[src/rtl/motor_pkg.sv]
// Shared types and constants for the motor drive monitor (motor_mon, pwm_cap).
package motor_pkg;

    localparam int PWM_BITS   = 10;
    localparam int PWM_PERIOD = 1 << PWM_BITS;

    typedef logic [1:0] mode_t;

    localparam mode_t BRAKE = 2'b00;
    localparam mode_t FWD   = 2'b01;
    localparam mode_t REV   = 2'b10;
    localparam mode_t FAULT = 2'b11;

    typedef enum logic {
        WARM = 1'b0,
        RUN  = 1'b1
    } mon_state_t;

endpackage

[src/rtl/pwm_cap.sv]
// Per-side capture: counts fwd/rev high cycles over one window and converts
// the window totals into a signed command plus brake/fault flags.
module pwm_cap
    import motor_pkg::*;
#(
    parameter int PWM_BITS = motor_pkg::PWM_BITS
) (
    input  logic              clk,
    input  logic              rst_n,
    input  logic              clr,
    input  logic              term,
    input  logic              fwd,
    input  logic              rev,
    output logic [PWM_BITS:0] meas,
    output logic              brk,
    output logic              flt
);

    logic [PWM_BITS:0]   f_cnt;
    logic [PWM_BITS:0]   r_cnt;
    logic [PWM_BITS:0]   f_tot;
    logic [PWM_BITS:0]   r_tot;
    logic [PWM_BITS-1:0] f_sat;
    logic [PWM_BITS-1:0] r_sat;
    mode_t               mode;

    // Totals include the current sample so the terminal cycle is counted.
    assign f_tot = f_cnt + {{PWM_BITS{1'b0}}, fwd};
    assign r_tot = r_cnt + {{PWM_BITS{1'b0}}, rev};

    always_ff @(posedge clk or negedge rst_n) begin
        if (!rst_n) begin
            f_cnt <= '0;
            r_cnt <= '0;
        end else if (clr || term) begin
            f_cnt <= '0;
            r_cnt <= '0;
        end else begin
            f_cnt <= f_tot;
            r_cnt <= r_tot;
        end
    end

    // A full-window count (MSB set) saturates to the largest magnitude.
    assign f_sat = f_tot[PWM_BITS] ? '1 : f_tot[PWM_BITS-1:0];
    assign r_sat = r_tot[PWM_BITS] ? '1 : r_tot[PWM_BITS-1:0];

    always_comb begin
        mode = BRAKE;
        if (f_tot != '0 && r_tot != '0) begin
            mode = (f_tot[PWM_BITS] && r_tot[PWM_BITS]) ? BRAKE : FAULT;
        end else if (f_tot != '0) begin
            mode = FWD;
        end else if (r_tot != '0) begin
            mode = REV;
        end
    end

    always_comb begin
        meas = '0;
        brk  = 1'b0;
        flt  = 1'b0;
        case (mode)
            FWD:     meas = {1'b0, f_sat};
            REV:     meas = '0 - {1'b0, r_sat};
            FAULT:   flt  = 1'b1;
            default: brk  = f_tot[PWM_BITS] && r_tot[PWM_BITS];
        endcase
    end

endmodule

[src/rtl/motor_mon.sv]
// H-bridge drive monitor: recovers signed left/right commands per PWM window.
// Define MOTOR_MON_SYNC_EN to pass the drive pins through 2-flop synchronisers.
module motor_mon
    import motor_pkg::*;
#(
    parameter int PWM_BITS = motor_pkg::PWM_BITS
) (
    input  logic              clk,
    input  logic              rst_n,
    input  logic              restart,
    input  logic              fwd_lft,
    input  logic              rev_lft,
    input  logic              fwd_rht,
    input  logic              rev_rht,
    output logic [PWM_BITS:0] lft_meas,
    output logic [PWM_BITS:0] rht_meas,
    output logic              lft_brk,
    output logic              rht_brk,
    output logic              lft_flt,
    output logic              rht_flt,
    output logic              meas_vld
);

    logic fl_s, rl_s, fr_s, rr_s;

`ifdef MOTOR_MON_SYNC_EN
    logic [3:0] sync_q1;
    logic [3:0] sync_q2;

    always_ff @(posedge clk or negedge rst_n) begin
        if (!rst_n) begin
            sync_q1 <= '0;
            sync_q2 <= '0;
        end else begin
            sync_q1 <= {fwd_lft, rev_lft, fwd_rht, rev_rht};
            sync_q2 <= sync_q1;
        end
    end

    assign {fl_s, rl_s, fr_s, rr_s} = sync_q2;
`else
    assign {fl_s, rl_s, fr_s, rr_s} = {fwd_lft, rev_lft, fwd_rht, rev_rht};
`endif

    logic [PWM_BITS-1:0] win_cnt;
    logic                term;
    mon_state_t          state;
    mon_state_t          state_nxt;
    logic                eval;

    assign term = &win_cnt;

    always_ff @(posedge clk or negedge rst_n) begin
        if (!rst_n)       win_cnt <= '0;
        else if (restart) win_cnt <= '0;
        else              win_cnt <= win_cnt + 1'b1;
    end

    always_ff @(posedge clk or negedge rst_n) begin
        if (!rst_n) state <= WARM;
        else        state <= state_nxt;
    end

    // restart has priority over the terminal cycle, so no evaluation then.
    always_comb begin
        state_nxt = state;
        eval      = 1'b0;
        if (restart) begin
            state_nxt = WARM;
        end else if (term) begin
            case (state)
                WARM:    state_nxt = RUN;
                default: eval      = 1'b1;
            endcase
        end
    end

    logic [PWM_BITS:0] lft_m, rht_m;
    logic              lft_b, rht_b, lft_f, rht_f;

    pwm_cap #(.PWM_BITS(PWM_BITS)) u_cap_lft (
        .clk   (clk),
        .rst_n (rst_n),
        .clr   (restart),
        .term  (term),
        .fwd   (fl_s),
        .rev   (rl_s),
        .meas  (lft_m),
        .brk   (lft_b),
        .flt   (lft_f)
    );

    pwm_cap #(.PWM_BITS(PWM_BITS)) u_cap_rht (
        .clk   (clk),
        .rst_n (rst_n),
        .clr   (restart),
        .term  (term),
        .fwd   (fr_s),
        .rev   (rr_s),
        .meas  (rht_m),
        .brk   (rht_b),
        .flt   (rht_f)
    );

    always_ff @(posedge clk or negedge rst_n) begin
        if (!rst_n) begin
            lft_meas <= '0;
            rht_meas <= '0;
            lft_brk  <= 1'b0;
            rht_brk  <= 1'b0;
            lft_flt  <= 1'b0;
            rht_flt  <= 1'b0;
            meas_vld <= 1'b0;
        end else begin
            meas_vld <= eval;
            if (eval) begin
                lft_meas <= lft_m;
                rht_meas <= rht_m;
                lft_brk  <= lft_b;
                rht_brk  <= rht_b;
                lft_flt  <= lft_f;
                rht_flt  <= rht_f;
            end
        end
    end

endmodule

[config.mk]
export PLATFORM = sky130hd
export DESIGN_NAME = motor_mon
export DESIGN_NICKNAME = d
export VERILOG_FILES = /design/src/rtl/motor_pkg.sv /design/src/rtl/pwm_cap.sv /design/src/rtl/motor_mon.sv
export SDC_FILE = /design/constraint.sdc
export NUM_CORES = 1
export LEC_CHECK = 0
export ABC_AREA = 1
export CAP_MARGIN = 20
export CORE_MARGIN = 2
export CORE_UTILIZATION = 55
export DETAILED_ROUTE_END_ITERATION = 16
export PLACE_DENSITY = 0.75
export RECOVER_POWER = 50
export REMOVE_ABC_BUFFERS = 1
export SYNTH_ARGS = -nofsm -noshare
export SYNTH_HDL_FRONTEND = slang
export SYNTH_SLANG_ARGS = --single-unit
[constraint.sdc]
create_clock -name clk -period 7.2 [get_ports clk]
set_input_delay 0.72 -clock clk [delete_from_list [all_inputs] [get_ports clk]]
set_output_delay 0.72 -clock clk [all_outputs]
set_load 0.02 [all_outputs]
==> run_results.csv <==
group,metric,value,unit
sta,finalWorstSetupSlack,2.87,ns
sta,finalHoldViolCount,0,
placement,dpl.hpwl,8060,µm
cells_and_area,utilization,63.9,%
global_route,grt_pass1_wl,19200,µm
placement,gp_congestion,0.889,
yosys,ys_top_cells_by_area,"dfrtp_1 (41%), nand2_1 (14%), nor2_1 (7.3%)",
placement,io_buffers,33,
sta,fin_skew,0.00644,ns
clocking,root_buffer,"clkbuf_8",
clocking,post_cts_resize_count,0,
yosys,synth_ff_type,"dfrtp_1",
cells_and_area,syn_to_final_growth,12.2,%
clocking,cts_max_level,3,
cells_and_area,drive_gt1_share,7.77,%
cells_and_area,antenna_cells_inserted,0,
sta,relSlewSlack,-156,%
sta,drv_slew,73,
critical_path,critical_path_depth,2,
critical_path,worst-path-buf-inv,2,
detailed_routing,vias,4364,
clocking,postCtsSetupRepairBufs,0,
detailed_routing,drt_iter0_drc,159,
placement,place_area,5410,µm²
critical_path,crit_top_cell,"clkbuf_1",
detailed_routing,postRouteAntennaNets,0,
die,design.die.area,9810,µm²
power_and_ir_drop,p_comb_share,13.4,%
die,fp.dieH,99.1,µm
die,die_x,99.1,µm
detailed_routing,routed_wl,10900,µm
critical_path,critPathTopFamily,"buffers and inverters",
power_and_ir_drop,max-vdd-ir-drop,111,µV
critical_path,r2r_cells,16,
yosys,ys_ff_latch,82,
clocking,insertion_delay,0.36,ns
yosys,yosysMostFrequentCell,"nand2_1",
sta,finalSetupViolations,0,
yosys,yosysTopAreaCellShare,41.3,%
sta,rsz0062_at_grt,"false",
critical_path,startpoint,"rst_n",
die,core,8720,µm²
detailed_routing,via_per_inst,5.26,
power_and_ir_drop,leakagePower,2.84,nW
detailed_routing,first_pass_iters,5,
critical_path,endpoint,"lft_meas[7]$_DFFE_PN0P_",
yosys,yosysWarningCount,0,
critical_path,rr_startpoint,"u_cap_lft.r_cnt[0]$_DFF_PN0_",
detailed_routing,top_layer,"met4",
cells_and_area,final_cells,829,
detailed_routing,drc,0,
detailed_routing,wl_met2,5400,µm
critical_path,crit_path_start_kind,"primary input",
yosys,synth.top_cells.by_count,"nand2_1 (186), nor2_1 (96), inv_1 (95)",
sta,fmax,231,MHz
clocking,clock_sink_count,82,
power_and_ir_drop,p_sw_share,27.9,%
placement,place_inst,813,
power_and_ir_drop,power,0.923,mW
power_and_ir_drop,p_clk_share,35.7,%
yosys,yosysUniqueCellTypes,39,
yosys,synth_area,4970,µm²
cells_and_area,fillCellCount,789,
global_route,antenna_found_initial,0,
cells_and_area,nNetsFinal,741,
sta,setup_tns,0,ns
sta,min_period,4.33,ns
sta,worstMarginPinSlew,3.83,ns
global_route,grt_max_degree,83,
sta,period_share,60.2,%
critical_path,worstPathCellList,"clkbuf_1, clkbuf_1",
cells_and_area,seq_area,2050,µm²
critical_path,path_max_fanout,72,
detailed_routing,dr_wl_met3,371,µm
yosys,ys_async_sr_fraction,100,%
cells_and_area,multi_input_area,2500,µm²
status,status,"complete, but fails checks",
power_and_ir_drop,power_density,166,nW/µm²
clocking,cts_tree,"built",
clocking,hold_buffers,0,
placement,pre_cts_ws,3.51,ns
critical_path,regToRegSetupSlack,4.34,ns
detailed_routing,wl_per_cell,13.2,µm
critical_path,endpoint_kind,"asynchronous set/reset pin",
yosys,synth_edf_count,0,
yosys,ys_seq_area_share,41.3,%
clocking,clk_path_buf_depth,2,
worst_hold_path,hold_class,"in2async",
critical_path,cp.required,6.79,ns
yosys,syn_avg_cell_area,7.34,µm²
die,initial_core_util,57.0,%
power_and_ir_drop,p_int,0.665,mW
global_route,grt_usage,24.0,%
power_and_ir_drop,switchingPower,0.258,mW
clocking,path_clk_slew,0.08,ns
power_and_ir_drop,seqPwrFrac,50.9,%
detailed_routing,met1Wirelength,4870,µm
die,core.rowCount,34,
critical_path,crit_path_max_incr_delay,2.72,ns
global_route,grt-ovfl-total,0,
yosys,synth_top_area_cell,"dfrtp_1",
cells_and_area,stdcell_area,5580,µm²
clocking,numCtsBuffers,9,
critical_path,cp.arrival,3.93,ns
sta,fin_hold_ws,0.313,ns
job,maxCapViolations,1,
status,violations,"capacitance limit, slew limit",
critical_path,worstSetupPathType,"in2async",
critical_path,r2r-end,"lft_meas[0]$_DFFE_PN0P_",
critical_path,critPathSlowestCell,"clkbuf_1",
global_route,grt_pass1_vias,4309,
yosys,syn_inst,677,
die,num_io_pins,34,
[cells in the final DEF (no fill, tap or decap), types with 9 or more instances in the layout]
cell type and instances:
a21oi_1 11, clkbuf_8 9, clkdlybuf4s50_1 30, dfrtp_1 82, ha_1 17, inv_1 95, nand2_1 187, nand3_1 66
nand4_1 16, nor2_1 97, o21ai_0 23, xor2_1 10
[state kept, by name, indices dropped and copies added (netlist names)]
register and flops:
lft_meas 11, rht_meas 11, u_cap_lft.f_cnt 11, u_cap_lft.r_cnt 11, u_cap_rht.f_cnt 11, u_cap_rht.r_cnt 11, win_cnt 10, lft_brk 1
lft_flt 1, meas_vld 1, rht_brk 1, rht_flt 1, state 1
[per-layer routing]
metal	vias up	GRT usage (%)
li1	2222	-
met1	2029	30.2
met2	90	41.2
met3	23	3.48
met4	0	10.2
met5	-	0
[how the worst min path moves through the flow]
stage | endpoint | depth (start not counted)
2_1_floorplan | lft_brk$_DFFE_PN0P_ | 0
3_3_place_gp | win_cnt[0]$_DFF_PN0_ | 1
3_5_place_dp | lft_meas[2]$_DFFE_PN0P_ | 2
4_1_cts | win_cnt[0]$_DFF_PN0_ | 1
5_1_grt | u_cap_lft.r_cnt[9]$_DFF_PN0_ | 1
6_report | u_cap_lft.r_cnt[9]$_DFF_PN0_ | 1
[power by group through the flow]
stage / clock [mW] / sequential [mW] / combinational, mW
2_1_floorplan: 0 / 0.478 / 0.0888
3_3_place_gp: 0 / 0.479 / 0.121
3_5_place_dp: 0 / 0.479 / 0.124
4_1_cts: 0.337 / 0.470 / 0.125
5_1_grt: 0.355 / 0.471 / 0.145
6_report: 0.329 / 0.470 / 0.124
[area by class of cell]
class                   instances  share of cell area, %
clock buffers                  10                   2.29
well taps                     108                   2.42
flip-flops and latches         82                   36.8
clock inverters                 5                   1.01
multi-input cells             490                   44.8
inverters                      99                   6.69
repair buffers                 35                   6.01
[kinds of logic (layout without fill, tap and decap cells)]
kind of cell    after synthesis  count (layout)  share of synthesized area [%]
buf+inv                     105             149                           8.16
flops                        82              82                           41.3
xor+xnor                     12              12                           2.11
fa+ha+maj                    17              17                           4.28
simple gates                411             411                           38.6
compound gates               50              50                           5.59
Power figures use the tool's default switching activity.
